===== config.mk =====
export PLATFORM = sky130hd
export DESIGN_NAME = add_n_pipe
export DESIGN_NICKNAME = d
export VERILOG_FILES = /design/src/rtl/add_pkg.sv /design/src/rtl/add_chunk.sv /design/src/rtl/add_n_pipe.sv
export SDC_FILE = /design/constraint.sdc
export NUM_CORES = 1
export LEC_CHECK = 0
export ABC_CLOCK_PERIOD_IN_PS = 1730
export CORE_AREA = 2 2 105 77
export CTS_BUF_LIST = sky130_fd_sc_hd__clkbuf_8
export CTS_CLUSTER_DIAMETER = 80
export DETAILED_ROUTE_END_ITERATION = 8
export DIE_AREA = 0 0 107 79
export DONT_BUFFER_PORTS = 1
export GPL_TIMING_DRIVEN = 0
export PLACE_DENSITY = 0.83
export SYNTH_ARGS = -nofsm -noshare
export SYNTH_HDL_FRONTEND = slang
export SYNTH_SLANG_ARGS = --single-unit

===== constraint.sdc =====
create_clock -name clk -period 1.73 [get_ports clk]
set_input_delay 0.346 -clock clk [delete_from_list [all_inputs] [get_ports clk]]
set_output_delay 0.346 -clock clk [all_outputs]
set_load 0.02 [all_outputs]

===== src/rtl/add_pkg.sv =====
// Shared encodings and configuration checks for the pipelined adder.
package add_pkg;

    localparam logic SUB_ADD = 1'b0;
    localparam logic SUB_SUB = 1'b1;

    function automatic bit width_ok(input int unsigned width, input int unsigned chunk);
        return (chunk != 0) && (width != 0) && ((width % chunk) == 0);
    endfunction

endpackage


===== src/rtl/add_chunk.sv =====
// Combinational CHUNK-bit adder slice; also reports the carry into its MSB for overflow.
module add_chunk
    import add_pkg::*;
#(
    parameter int unsigned CHUNK = 4
) (
    input  logic [CHUNK-1:0] a_c,
    input  logic [CHUNK-1:0] b_c,
    input  logic             ci,
    output logic [CHUNK-1:0] s,
    output logic             co,
    output logic             c_msb
);

    logic [CHUNK:0] sum_full;

    assign sum_full = {1'b0, a_c} + {1'b0, b_c} + {{CHUNK{1'b0}}, ci};
    assign s        = sum_full[CHUNK-1:0];
    assign co       = sum_full[CHUNK];

    if (CHUNK > 1) begin : g_msb
        logic [CHUNK-1:0] sum_lo;
        assign sum_lo = {1'b0, a_c[CHUNK-2:0]} + {1'b0, b_c[CHUNK-2:0]} + {{(CHUNK-1){1'b0}}, ci};
        assign c_msb  = sum_lo[CHUNK-1];
    end else begin : g_msb_bit
        assign c_msb = ci;
    end

endmodule


===== src/rtl/add_n_pipe.sv =====
// Pipelined add/subtract, CHUNK bits resolved per stage, valid/ready on both sides.
module add_n_pipe
    import add_pkg::*;
#(
    parameter int unsigned WIDTH = 16,
    parameter int unsigned CHUNK = 4
) (
    input  logic             clk,
    input  logic             rst_n,
    input  logic             in_valid,
    output logic             in_ready,
    input  logic [WIDTH-1:0] a,
    input  logic [WIDTH-1:0] b,
    input  logic             cin,
    input  logic             sub,
    output logic             out_valid,
    input  logic             out_ready,
    output logic [WIDTH-1:0] out,
    output logic             cout,
    output logic             ovf
);

    localparam int unsigned STAGES = WIDTH / CHUNK;

    if (!width_ok(WIDTH, CHUNK)) begin : g_bad_cfg
        $error("add_n_pipe: WIDTH must be a positive multiple of CHUNK");
    end

    logic [WIDTH-1:0] b_eff;
    logic             c_eff;

    assign b_eff = (sub == SUB_SUB) ? ~b : b;
    assign c_eff = (sub == SUB_SUB) ? ~cin : cin;

    for (genvar k = 0; k < STAGES; k++) begin : g_stg
        localparam int unsigned WU = WIDTH - k * CHUNK;  // operand bits not yet consumed
        localparam int unsigned WR = (k + 1) * CHUNK;    // result bits resolved here

        logic [WU-1:0]    a_up, b_up;
        logic             c_up, v_up;
        logic [CHUNK-1:0] s;
        logic             co, c_msb;
        logic [WR-1:0]    res_d, res_q;
        logic             v_q, co_q;
        logic             adv;

        if (k == 0) begin : g_head
            assign a_up  = a;
            assign b_up  = b_eff;
            assign c_up  = c_eff;
            assign v_up  = in_valid;
            assign res_d = s;
        end else begin : g_body
            assign a_up  = g_stg[k-1].g_fwd.a_q;
            assign b_up  = g_stg[k-1].g_fwd.b_q;
            assign c_up  = g_stg[k-1].co_q;
            assign v_up  = g_stg[k-1].v_q;
            assign res_d = {s, g_stg[k-1].res_q};
        end

        add_chunk #(
            .CHUNK(CHUNK)
        ) u_chunk (
            .a_c  (a_up[CHUNK-1:0]),
            .b_c  (b_up[CHUNK-1:0]),
            .ci   (c_up),
            .s    (s),
            .co   (co),
            .c_msb(c_msb)
        );

        // An empty upstream clears valid but leaves the data untouched.
        always_ff @(posedge clk or negedge rst_n) begin
            if (!rst_n) begin
                v_q   <= 1'b0;
                res_q <= '0;
                co_q  <= 1'b0;
            end else if (adv) begin
                v_q <= v_up;
                if (v_up) begin
                    res_q <= res_d;
                    co_q  <= co;
                end
            end
        end

        if (k < STAGES - 1) begin : g_fwd
            logic [WU-CHUNK-1:0] a_q, b_q;
            logic                unused_c_msb;

            assign unused_c_msb = c_msb;
            assign adv          = !v_q || g_stg[k+1].adv;

            always_ff @(posedge clk or negedge rst_n) begin
                if (!rst_n) begin
                    a_q <= '0;
                    b_q <= '0;
                end else if (adv && v_up) begin
                    a_q <= a_up[WU-1:CHUNK];
                    b_q <= b_up[WU-1:CHUNK];
                end
            end
        end else begin : g_last
            logic ovf_q;

            assign adv = !v_q || out_ready;

            always_ff @(posedge clk or negedge rst_n) begin
                if (!rst_n) begin
                    ovf_q <= 1'b0;
                end else if (adv && v_up) begin
                    ovf_q <= c_msb ^ co;
                end
            end
        end
    end

    assign in_ready  = g_stg[0].adv;
    assign out_valid = g_stg[STAGES-1].v_q;
    assign out       = g_stg[STAGES-1].res_q;
    assign cout      = g_stg[STAGES-1].co_q;
    assign ovf       = g_stg[STAGES-1].g_last.ovf_q;

endmodule


==> results.sh <==
export IMPL_cpLargestDelayFamily="adder cells"
export IMPL_power_frac_seq=0.522
export IMPL_synth_xor_area_share=0.0512
export IMPL_drc=0
export IMPL_instances_no_fill=446
export IMPL_relSlewSlack=0.764
export IMPL_nets=398
export IMPL_gp_congestion=0.778
export IMPL_min_period_ns=1.71
export IMPL_finalHoldViolations=97
export IMPL_drv_cap=0
export IMPL_synthSimpleGateAreaFrac=0.0480
export IMPL_htreeDepth=3
export IMPL_pre_cts_ws_ns=-0.370
export IMPL_antenna_found_initial=0
export IMPL_cts_sink_count=97
export IMPL_rsz0062_at_grt="yes"
export IMPL_synth_edff_count=0
export IMPL_endpoint_kind="flop"
export IMPL_comb_power_share=0.265
export IMPL_grt_overflow=0
export IMPL_layout_drive_gt1_share=0.299
export IMPL_syn_avg_cell_area_sq_um=13.1
export IMPL_synth_main_ff_cell="dfrtp_1"
export IMPL_critPathMaxFanout=10
export IMPL_pwr_share_clk=0.213
export IMPL_numCtsBuffers=9
export IMPL_stdcell_area_sq_um=4750
export IMPL_switching_share=0.325
export IMPL_p_per_area_nw_per_um2=1540
export IMPL_grt_first_pass_wirelength_um=12100
export IMPL_n_antenna_cell=0
export IMPL_drt_pass1_iterations=4
export IMPL_cellLeakagePower_nw=2.15
export IMPL_syn2layout_area_growth_pct=11.1
export IMPL_dp_hpwl_um=5230
export IMPL_fin_crit_sh=0.986
export IMPL_yosysWarnings=0
export IMPL_drv_slew=0
export IMPL_syn_area_sq_um=4270
export IMPL_worstPathCellList="buf_12, buf_12, xnor2_2, fa_2, inv_2, fa_2, a21o_1, a211oi_1, a21oi_1"
export IMPL_fmax_mhz=587
export IMPL_power_mw=7.32
export IMPL_skew_ns=0.0139
export IMPL_cts_root_buf="clkbuf_8"
export IMPL_insertion_delay_ns=0.36
export IMPL_postRouteAntennaNets=0
export IMPL_slowest_delay_ns=0.39
export IMPL_peakVddDrop_mv=0.732
export IMPL_crit_slowest_cell="fa_2"
export IMPL_max_slew_worst_pin_slew_ns=0.354
export IMPL_synth_fp_nets=384
export IMPL_grt_max_degree=98
export IMPL_tns_ns=0
export IMPL_cp_start_kind="input port"
export IMPL_cp_required_ns=1.98
export IMPL_track_usage=0.191
export IMPL_clkTransAtPathRegs_ns=0.09
export IMPL_post_dp_cell_area_sq_um=4460
export IMPL_via_count=2376
export IMPL_synth_seq_cells=97
export IMPL_cts_tree="yes"
export IMPL_rows=27
export IMPL_vias_per_cell=5.33
export IMPL_synth_top_family_by_area="multiplexers"
export IMPL_die_area_sq_um=8450
export IMPL_path_buf_inv=3
export IMPL_switchingPower_mw=2.38
export IMPL_violations="negative hold slack"
export IMPL_wirelength_um=7120
export IMPL_hp_class="input port to async pin"
export IMPL_synth_seq_area_share=0.568
export IMPL_cp_arrival_ns=1.95
export IMPL_utilization=0.630
export IMPL_synth_compound_area_frac=0.0594
export IMPL_synthDistinctLibCells=28
export IMPL_status="finished, violations left"
export IMPL_finalSetupViolations=0
export IMPL_io_pins=58
export IMPL_clock_path_buffers=2
export IMPL_die_w_um=107
export IMPL_worst_slack_ns=0.0250
export IMPL_intPower_mw=4.94
export IMPL_dp_cells=427
export IMPL_synthMuxAreaShare=0.169
export IMPL_drt_iter0_markers=101
export IMPL_start_util=0.567
export IMPL_syn_inst=326
export IMPL_core_area_sq_um=7530
export IMPL_wl_per_cell_um=16.0
export IMPL_critPathKind="input port to flop"
export IMPL_final_common_cell="dfrtp_1"
export IMPL_r2r_start="g_stg[2].g_fwd.a_q[0]"
export IMPL_io_buffers=0
export IMPL_grt_pass1_vias=2467
export IMPL_synth_adder_area_share=0.0726
export IMPL_whs_ns=-0.333
export IMPL_die_y_um=79
export IMPL_ys_async_sr_fraction=1.00
export IMPL_startpoint="sub"
export IMPL_mostFrequentLayoutCells="dfrtp_1, mux2_2, nand2_1"
[final cells by class]
class / instances / area [sq um]
Fill cell: 568 / 2790
Sequential cell: 97 / 2430
Multi-Input combinational cell: 199 / 1790
Tap cell: 101 / 126
Clock buffer: 9 / 124
Buffer: 13 / 103
Clock inverter: 7 / 91.3
Inverter: 17 / 63.8
Timing Repair Buffer: 3 / 22.5
[routing by layer]
layer | vias to the layer above | wire length (um) | track usage
li1 | 1133 | - | -
met1 | 1178 | 3460 | 0.260
met2 | 58 | 3220 | 0.297
met3 | 7 | 346 | 0.0632
met4 | 0 | 91 | 0.0506
met5 | - | 0 | 0
[repair_timing]
action                                  4_1_cts  5_1_grt
gates resized for setup                       7        6
buffers inserted                              0        3
pin swaps                                     2        3
endpoints found under the hold margin        97       97
endpoints found under the setup margin       12       14
[sequential cells by signal, summed over array words and instances, names as in the netlist]
| name | cells |
|---|---|
| g_stg.g_fwd.a_q | 24 |
| g_stg.g_fwd.b_q | 24 |
| g_stg.res_q | 24 |
| out | 16 |
| g_stg.co_q | 3 |
| g_stg.v_q | 3 |
| cout | 1 |
| out_valid | 1 |
| ovf | 1 |
[cell families (layout without fill, tap and decap cells)]
group / Yosys count / in the layout
AO/OA/AOI/OAI: 45 / 45
XOR/XNOR: 25 / 25
adder cells (fa/ha/maj): 20 / 20
buffers and inverters: 30 / 49
flip-flops: 97 / 97
multiplexers: 64 / 64
AND/OR/NAND/NOR: 45 / 45
[power groups by stage]
stage          Combinational [mW]  Clock [mW]  Sequential (mW)
2_1_floorplan                1.52           0             3.66
3_3_place_gp                 1.71           0             3.81
3_5_place_dp                 1.80           0             3.87
4_1_cts                      1.86        1.60             3.82
5_1_grt                      2.20        1.71             3.93
6_report                     1.94        1.56             3.82
[synthesized netlist by cell type, types with 4 or more instances]
cell | number | area (sq um)
mux2_2 | 56 | 631
a21o_1 | 4 | 30.0
nand2b_1 | 5 | 31.3
dfrtp_1 | 97 | 2430
nand2_1 | 31 | 116
fa_1 | 8 | 160
mux2_1 | 8 | 90.1
inv_1 | 17 | 63.8
xnor2_1 | 14 | 123
o21ai_0 | 27 | 135
a21oi_1 | 9 | 45.0
buf_2 | 10 | 50.1
xor2_1 | 11 | 96.3
ha_1 | 12 | 150
nor2_1 | 4 | 15.0
[worst paths after layout]
kind,to,slack (ns),cells past startpoint
max reg2reg,cout,0.06,6
max in group asynchronous,out_valid,1.93,0
min,g_stg[0].g_fwd.b_q[0],-0.33,0
min in group clk,g_stg[0].g_fwd.a_q[7],0.11,1
min reg2reg,g_stg[1].res_q[7],0.48,2
max,g_stg[0].co_q,0.02,9
Note: power is estimated with default switching activity, not from simulation.
